`src/rtl/window_packer_pkg.sv`:
```
// Shared sizing helpers for the window packer and the adder tree it feeds.
// Both sides take the packed width and the sum width from here.
package window_packer_pkg;

  typedef enum logic {
    MODE_BLOCK = 1'b0,
    MODE_SLIDE = 1'b1
  } mode_e;

  function automatic int window_width(input int depth, input int len);
    return depth * len;
  endfunction

  // Same formula as the adder tree: one extra bit per halving level.
  function automatic int sum_width(input int depth, input int len);
    return depth + $clog2(len);
  endfunction

endpackage

```
`src/rtl/pack_out_stage.sv`:
```
// One-entry valid/ready output register holding the packed window and its
// frame-end flag.
module pack_out_stage #(
  parameter int W = 32
) (
  input  logic         clk,
  input  logic         rst,
  input  logic         en,
  input  logic         load,
  input  logic [W-1:0] load_data,
  input  logic         load_last,
  input  logic         out_ready,
  output logic         out_valid,
  output logic [W-1:0] dout,
  output logic         out_last
);

  logic         valid_reg;
  logic [W-1:0] data_reg;
  logic         last_reg;

  // A load while the held window is being consumed simply replaces it.
  always_ff @(posedge clk) begin
    if (rst) begin
      valid_reg <= 1'b0;
      data_reg  <= '0;
      last_reg  <= 1'b0;
    end else if (en) begin
      if (load) begin
        valid_reg <= 1'b1;
        data_reg  <= load_data;
        last_reg  <= load_last;
      end else if (out_ready) begin
        valid_reg <= 1'b0;
      end
    end
  end

  assign out_valid = valid_reg;
  assign dout      = data_reg;
  assign out_last  = last_reg;

endmodule

```
`src/rtl/window_packer.sv`:
```
// Serial-to-parallel front end for the adder tree: packs ArrL samples into
// one vector (sample 0 = oldest in the low bits), block or sliding windows.
module window_packer
  import window_packer_pkg::*;
#(
  parameter int data_depth = 8,
  parameter int ArrL       = 4
) (
  input  logic                       clk,
  input  logic                       rst,
  input  logic                       en,
  input  logic                       mode,
  input  logic                       in_valid,
  output logic                       in_ready,
  input  logic [data_depth-1:0]      in_data,
  input  logic                       in_last,
  output logic                       out_valid,
  input  logic                       out_ready,
  output logic [data_depth*ArrL-1:0] DOut,
  output logic                       out_last
);

  localparam int W  = window_width(data_depth, ArrL);
  localparam int CW = $clog2(ArrL + 1);

  logic [data_depth-1:0] slot_reg  [ArrL];
  logic [data_depth-1:0] slot_next [ArrL];
  logic [data_depth-1:0] blk_slot  [ArrL];
  logic [data_depth-1:0] sld_slot  [ArrL];
  logic [CW-1:0]         cnt_reg, cnt_next;
  mode_e                 mode_q_reg, mode_q_next;

  logic         accept;
  logic         frame_start;
  logic         slide_mode;
  logic         emit;
  logic         clear;
  logic [W-1:0] win_next;

  assign in_ready = en && (!out_valid || out_ready);
  assign accept   = in_valid && in_ready;

  // Block mode writes in place; sliding mode shifts toward slot 0.
  for (genvar gi = 0; gi < ArrL; gi++) begin : g_slot
    assign blk_slot[gi] = (cnt_reg == CW'(gi)) ? in_data : slot_reg[gi];
    if (gi == ArrL - 1) begin : g_tail
      assign sld_slot[gi] = in_data;
    end else begin : g_body
      assign sld_slot[gi] = slot_reg[gi+1];
    end
    assign win_next[gi*data_depth +: data_depth] = slide_mode ? sld_slot[gi] : blk_slot[gi];
  end

  always_comb begin
    frame_start = (cnt_reg == '0);
    slide_mode  = frame_start ? mode : (mode_q_reg == MODE_SLIDE);
    mode_q_next = frame_start ? mode_e'(mode) : mode_q_reg;

    if (slide_mode) begin
      emit  = (cnt_reg >= CW'(ArrL - 1));
      clear = in_last;
    end else begin
      emit  = (cnt_reg == CW'(ArrL - 1)) || in_last;
      clear = emit;
    end

    if (clear) begin
      cnt_next = '0;
    end else if (slide_mode && cnt_reg == CW'(ArrL)) begin
      cnt_next = cnt_reg;
    end else begin
      cnt_next = cnt_reg + CW'(1);
    end

    for (int i = 0; i < ArrL; i++) begin
      slot_next[i] = '0;
      if (!clear) begin
        slot_next[i] = slide_mode ? sld_slot[i] : blk_slot[i];
      end
    end
  end

  always_ff @(posedge clk) begin
    if (rst) begin
      cnt_reg    <= '0;
      mode_q_reg <= MODE_BLOCK;
      for (int i = 0; i < ArrL; i++) begin
        slot_reg[i] <= '0;
      end
    end else if (accept) begin
      cnt_reg    <= cnt_next;
      mode_q_reg <= mode_q_next;
      for (int i = 0; i < ArrL; i++) begin
        slot_reg[i] <= slot_next[i];
      end
    end
  end

  pack_out_stage #(
    .W(W)
  ) u_out (
    .clk       (clk),
    .rst       (rst),
    .en        (en),
    .load      (accept && emit),
    .load_data (win_next),
    .load_last (in_last),
    .out_ready (out_ready),
    .out_valid (out_valid),
    .dout      (DOut),
    .out_last  (out_last)
  );

endmodule

```
`config.mk`:
```
export PLATFORM = sky130hd
export DESIGN_NAME = window_packer
export DESIGN_NICKNAME = d
export VERILOG_FILES = /design/src/rtl/window_packer_pkg.sv /design/src/rtl/pack_out_stage.sv /design/src/rtl/window_packer.sv
export SDC_FILE = /design/constraint.sdc
export NUM_CORES = 1
export LEC_CHECK = 0
export BUFFER_PORTS_ARGS = -buffer_cell sky130_fd_sc_hd__clkbuf_2
export CAP_MARGIN = 10
export CORE_MARGIN = 1.5
export CORE_UTILIZATION = 47
export DETAILED_ROUTE_END_ITERATION = 10
export HOLD_SLACK_MARGIN = 0.08
export PLACE_DENSITY = 0.68
export SYNTH_ARGS = -nofsm -noshare
export SYNTH_HDL_FRONTEND = slang
export SYNTH_SLANG_ARGS = --single-unit
```
`constraint.sdc`:
```
create_clock -name clk -period 6.05 [get_ports clk]
set_input_delay 0.9075 -clock clk [delete_from_list [all_inputs] [get_ports clk]]
set_output_delay 0.9075 -clock clk [all_outputs]
set_load 0.03 [all_outputs]
```
; ---- Yosys cells after proc, flatten, opt, wreduce, memory -nomap -nowiden
; Memory sizes are Yosys's and may differ from the RTL's.
; Cells that the tools add are included.
[word_totals]
regBits = 38
latch_bits = 0
ram_bits = 32
mem_bits_ro = 0
in_bits = 15
out_inout_bits = 35
wordCells = 57
mem_count = 1
[classes]
n_addsub = 1
mul = 0
div = 0
n_lt_le_gt_ge = 1
eq_ne = 5
shift = 0
n_mux = 28
bitwise = 4
reduce_logical = 12
[memory_table]
columns = memory, words, word_bits, read_ports, rd_clocked_by_memory_dff, wr, line_no
row1 = slot_reg, 4, 8, 4, 0, 4, window_packer.sv:26  ; logic [data_depth-1:0] slot_reg [ArrL];
[op_table]
columns = operator, n
row1 = two-way mux 8 bit, 16
row2 = two-way mux 1 bit, 10
row3 = "== test 3 x 2 -> 1 bit, second input constant", 2
row4 = two-way mux 3 bit, 2
row5 = AND reduction 2 bit, 3
row6 = logical AND 1 bit, 4
row7 = bitwise OR 1 bit, 4
row8 = "adder 3 x 1 -> 3 bit, second input constant", 1
row9 = "== test 3 x 1 -> 1 bit, second input constant", 1
row10 = "== test 3 bit, second input constant", 1
row11 = "greater-or-equal comparator 3 x 2 -> 1 bit, second input constant", 1
row12 = zero test 3 bit, 1
row13 = logical OR 1 bit, 2
row14 = "inequality test 2 bit, second input constant", 1
row15 = nonzero test 2 bit, 1
row16 = zero test 1 bit, 1

; ---- Depth between registers and ports, before layout
[depth]
ltp_word = 8
depth_mapped = 10
ltp_nobuf = 7

; ---- Cells and area by module
; From an unflattened synthesis, not the netlist that was laid out.
[unflattened]
hier_cells = 402
hier_area_um2 = 4252.8
[by_module_without_submodules]
columns = module, instances, cells_per_inst, area_per_inst_um2, seq_area_each_um2
row1 = window_packer, 1, 246, 2402.3, 1041.0
row2 = pack_out_stage, 1, 156, 1850.5, 680.7

; ---- Worst setup path before layout
; No wires, ideal clock.
[synth_path]
kind = input to register
start = in rst
end = mem slot_reg[0][0] (enable)
setup_time_ps = 394
arrival_time_ps = 2027
required_time_ps = 5656
slack_ps = 3629
path_stages = 2
path_buffers = 1
path_cell_list = clkbuf_1 > nand2b_1
[synth_rtl]
columns = item, line_no
row1 = start: declaration, window_packer.sv:10  ; input logic rst,
row2 = end: declaration, window_packer.sv:26

; ---- Final worst setup path
[layout_path]
start = reg cnt_reg[0]
end = reg u_out.data_reg[14], in the netlist u_out.dout[14]
[layout_via]
elab_chain_cells = 5
elab_cells_between_ends = 11
cone_classes = order compare (1) / eq/ne (2) / mux (4) / reduce/logical (4)
[layout_lines]
columns = item, line_no
row1 = start: declaration, window_packer.sv:30  ; logic [CW-1:0] cnt_reg, cnt_next;
row2 = start signal: assignment, window_packer.sv:91  ; cnt_reg <= cnt_next;
row3 = "parallel branches: the longest is 5 deep, another holds greater-or-equal comparator 3 x 2 -> 1 bit", n/a
row4 = end signal: assignment, pack_out_stage.sv:31  ; data_reg <= load_data;
row5 = end: declaration, pack_out_stage.sv:19  ; logic [W-1:0] data_reg;
; Several ways; the timed one is not identified.
; A chain may end at the register's enable or synchronous reset.

==> out/metrics.cfg <==
[outcome]
status = finished clean

[floorplan]
die_h_um = 86.9
initial_core_util = 0.487
die_area_um2 = 7560
io-pin-count = 50
rows = 30
coreArea_um2 = 6790
die_w_um = 86.9

[clocking]
ctsHoldBuffers = 0
htreeDepth = 3
cts_tree = yes
cts_sinks = 70
cts_buffer_depth = 2
clock_latency_ns = 0.35
cts_setup_buffers = 0
clk_pin_slew_worst_paths_ns = 0.08
post_cts_resized = 0
root_buffer = clkbuf_8
cts-buffers-inserted = 9

[timing]
setup_violations = 0
relSlewSlack = 0.201
layout_min_cycle_time_ns = 4.14
min_period_over_period = 0.684
max_freq_mhz = 242
finClkSkew_ns = 0.00921
tns_ns = 0
hold_viol = 0
worstMarginPinSlew_ns = 1.20
rsz0062_at_grt = no
slew_violations = 0

[logic_synthesis]
yosys.cell_types.count = 29
ys_seq_elements = 70
synth_cells = 345
synth_warnings = 0
seq_area_frac_synth = 0.520
netlist.area_leader.share = 0.290
syn_avg_cell_area_um2 = 9.60
synth_edf_count = 32
synth_top_area_cell = edfxtp_1
yosys-top-cells-area = edfxtp_1 (29%), dfxtp_1 (23%), mux2i_1 (10%), nand2_1 (5.9%), o211ai_1 (5.4%)
syn-num-nets = 366
netlist_area_um2 = 3310
ys.flop_type = dfxtp_1
async_reset_ff_frac = 0

[route]
drtIter0Drc = 173
ant_nets = 0
wl_per_cell_um = 15.7
highest_layer = met4
met1Wirelength_mm = 3.66
first_pass_iters = 4
routed_wl_mm = 7.56
vias_per_cell = 5.38
wl_met2_mm = 3.49
wl_met3_um = 281
via_count = 2589
drc = 0

[global_routing]
grt_first_pass_wirelength_mm = 12.1
antenna_found_initial = 0
grt.overflow.total = 0
track_usage = 0.214
grt_pass1_vias = 2337
grt_max_degree = 47

[cells_and_area]
synthToLayoutAreaGrowth_pct = 13.5
final_common_cell = nand2_1
drive_gt1_frac = 0.182
final_nets = 401
layout_common_cells = nand2_1 (52), clkbuf_2 (49), nor2_1 (46)
fin_cells = 481
num_antenna_cells = 0
nFillCells = 642

[power]
p_leak_nw = 1.60
power.density_nw_per_um2 = 282
ir_worst_vdd_v = 0.000153

[min_path]
holdCritPathClass = reg -> reg

[setup_path]
crit_type = reg -> reg
critPathSlowestCell = nor2b_1
crit_fanout = 46
cp_data_required_time_ns = 6.32
cpLargestDelayFamily = simple AND/OR/NAND/NOR gates
crit_chain = inv_1 -> ha_1 -> nor2b_1 -> mux2i_4 -> buf_4 -> a21o_1 -> nand2_1 -> a21oi_1
crit_path_end_kind = register
start_kind = register
crit_arrival_ns = 4.41
critPathMaxStageDelay_ns = 0.92
crit_buf_inv = 2

[placement]
place_congestion = 0.759
io_buffers = 49
place_inst = 465
hpwlAfterDp_mm = 5.03

[flow_run]
cap_violations = 0

-- power by group --
| part | switching (mW) | internal (mW) |
|---|---|---|
| registers | 0.0155 | 0.521 |
| logic | 0.107 | 0.0485 |
| clock network | 0.195 | 0.175 |
-- per-stage QoR --
stage	util	worst slack, ns	power [mW]	instance area, um2	hold slack, ns
final	0.553	1.91	1.06	3760	0.456
after global routing	0.553	1.60	1.11	3760	0.473
after CTS	0.553	1.94	1.06	3760	0.458
after detailed placement	0.525	1.95	0.702	3570	0.447
after global placement	0.525	2.10	0.699	3570	0.444
after floorplan	-	3.63	0.661	3310	0.491
-- final cells by class --
type	count	area, um2	share of cell area
multi-input combinational	243	1450	0.385
tap	96	120	0.0320
clock buffer	10	149	0.0396
sequential	70	1720	0.458
inverter	5	18.8	0.00499
clock inverter	6	42.5	0.0113
timing repair buffer	51	260	0.0692
-- worst reg2reg max path: stages (launching register included) --
cell	delay (ns)
dfxtp_1	0.37
inv_1	0.11
ha_1	0.23
nor2b_1	0.92
mux2i_4	0.84
buf_4	0.51
a21o_1	0.78
nand2_1	0.14
a21oi_1	0.16
-- path summary, 6_finish.rpt --
| check | slack (ns) | to | startpoint | cells past startpoint |
|---|---|---|---|---|
| setup / recovery | 1.91 | u_out.dout[14] | cnt_reg[0] | 8 |
| hold / removal | 0.46 | u_out.dout[6] | u_out.dout[6] | 2 |
| setup reg to reg | 1.91 | u_out.dout[14] | cnt_reg[0] | 8 |
| hold reg to reg | 0.46 | u_out.dout[6] | u_out.dout[6] | 2 |
-- synth_stat cells, types with 2 or more instances --
cell type	instances
nand2_1	52
nor2b_1	2
a21o_1	2
buf_6	3
o21ai_0	24
edfxtp_1	32
dfxtp_1	38
inv_1	5
mux2i_1	33
ha_1	6
buf_2	9
clkbuf_1	14
a21oi_1	29
nor2_1	46
or3_1	2
a211oi_1	8
nand2b_1	5
o211ai_1	24
-- metal layers --
metal / vias up / GRT usage
li1: 1294 / -
met5: - / 0
met1: 1223 / 0.298
met2: 59 / 0.335
met3: 13 / 0.0360
met4: 0 / 0.0850
-- cells by family (layout without fill, tap and decap cells) --
| group | after synthesis | in the layout | synth area share |
|---|---|---|---|
| simple gates | 111 | 111 | 0.136 |
| fa+ha+maj | 6 | 6 | 0.0227 |
| buf+inv | 32 | 72 | 0.0476 |
| compound gates | 92 | 92 | 0.170 |
| flops | 70 | 70 | 0.520 |
| mux | 34 | 34 | 0.104 |
Note: power is estimated with default switching activity, not from simulation.
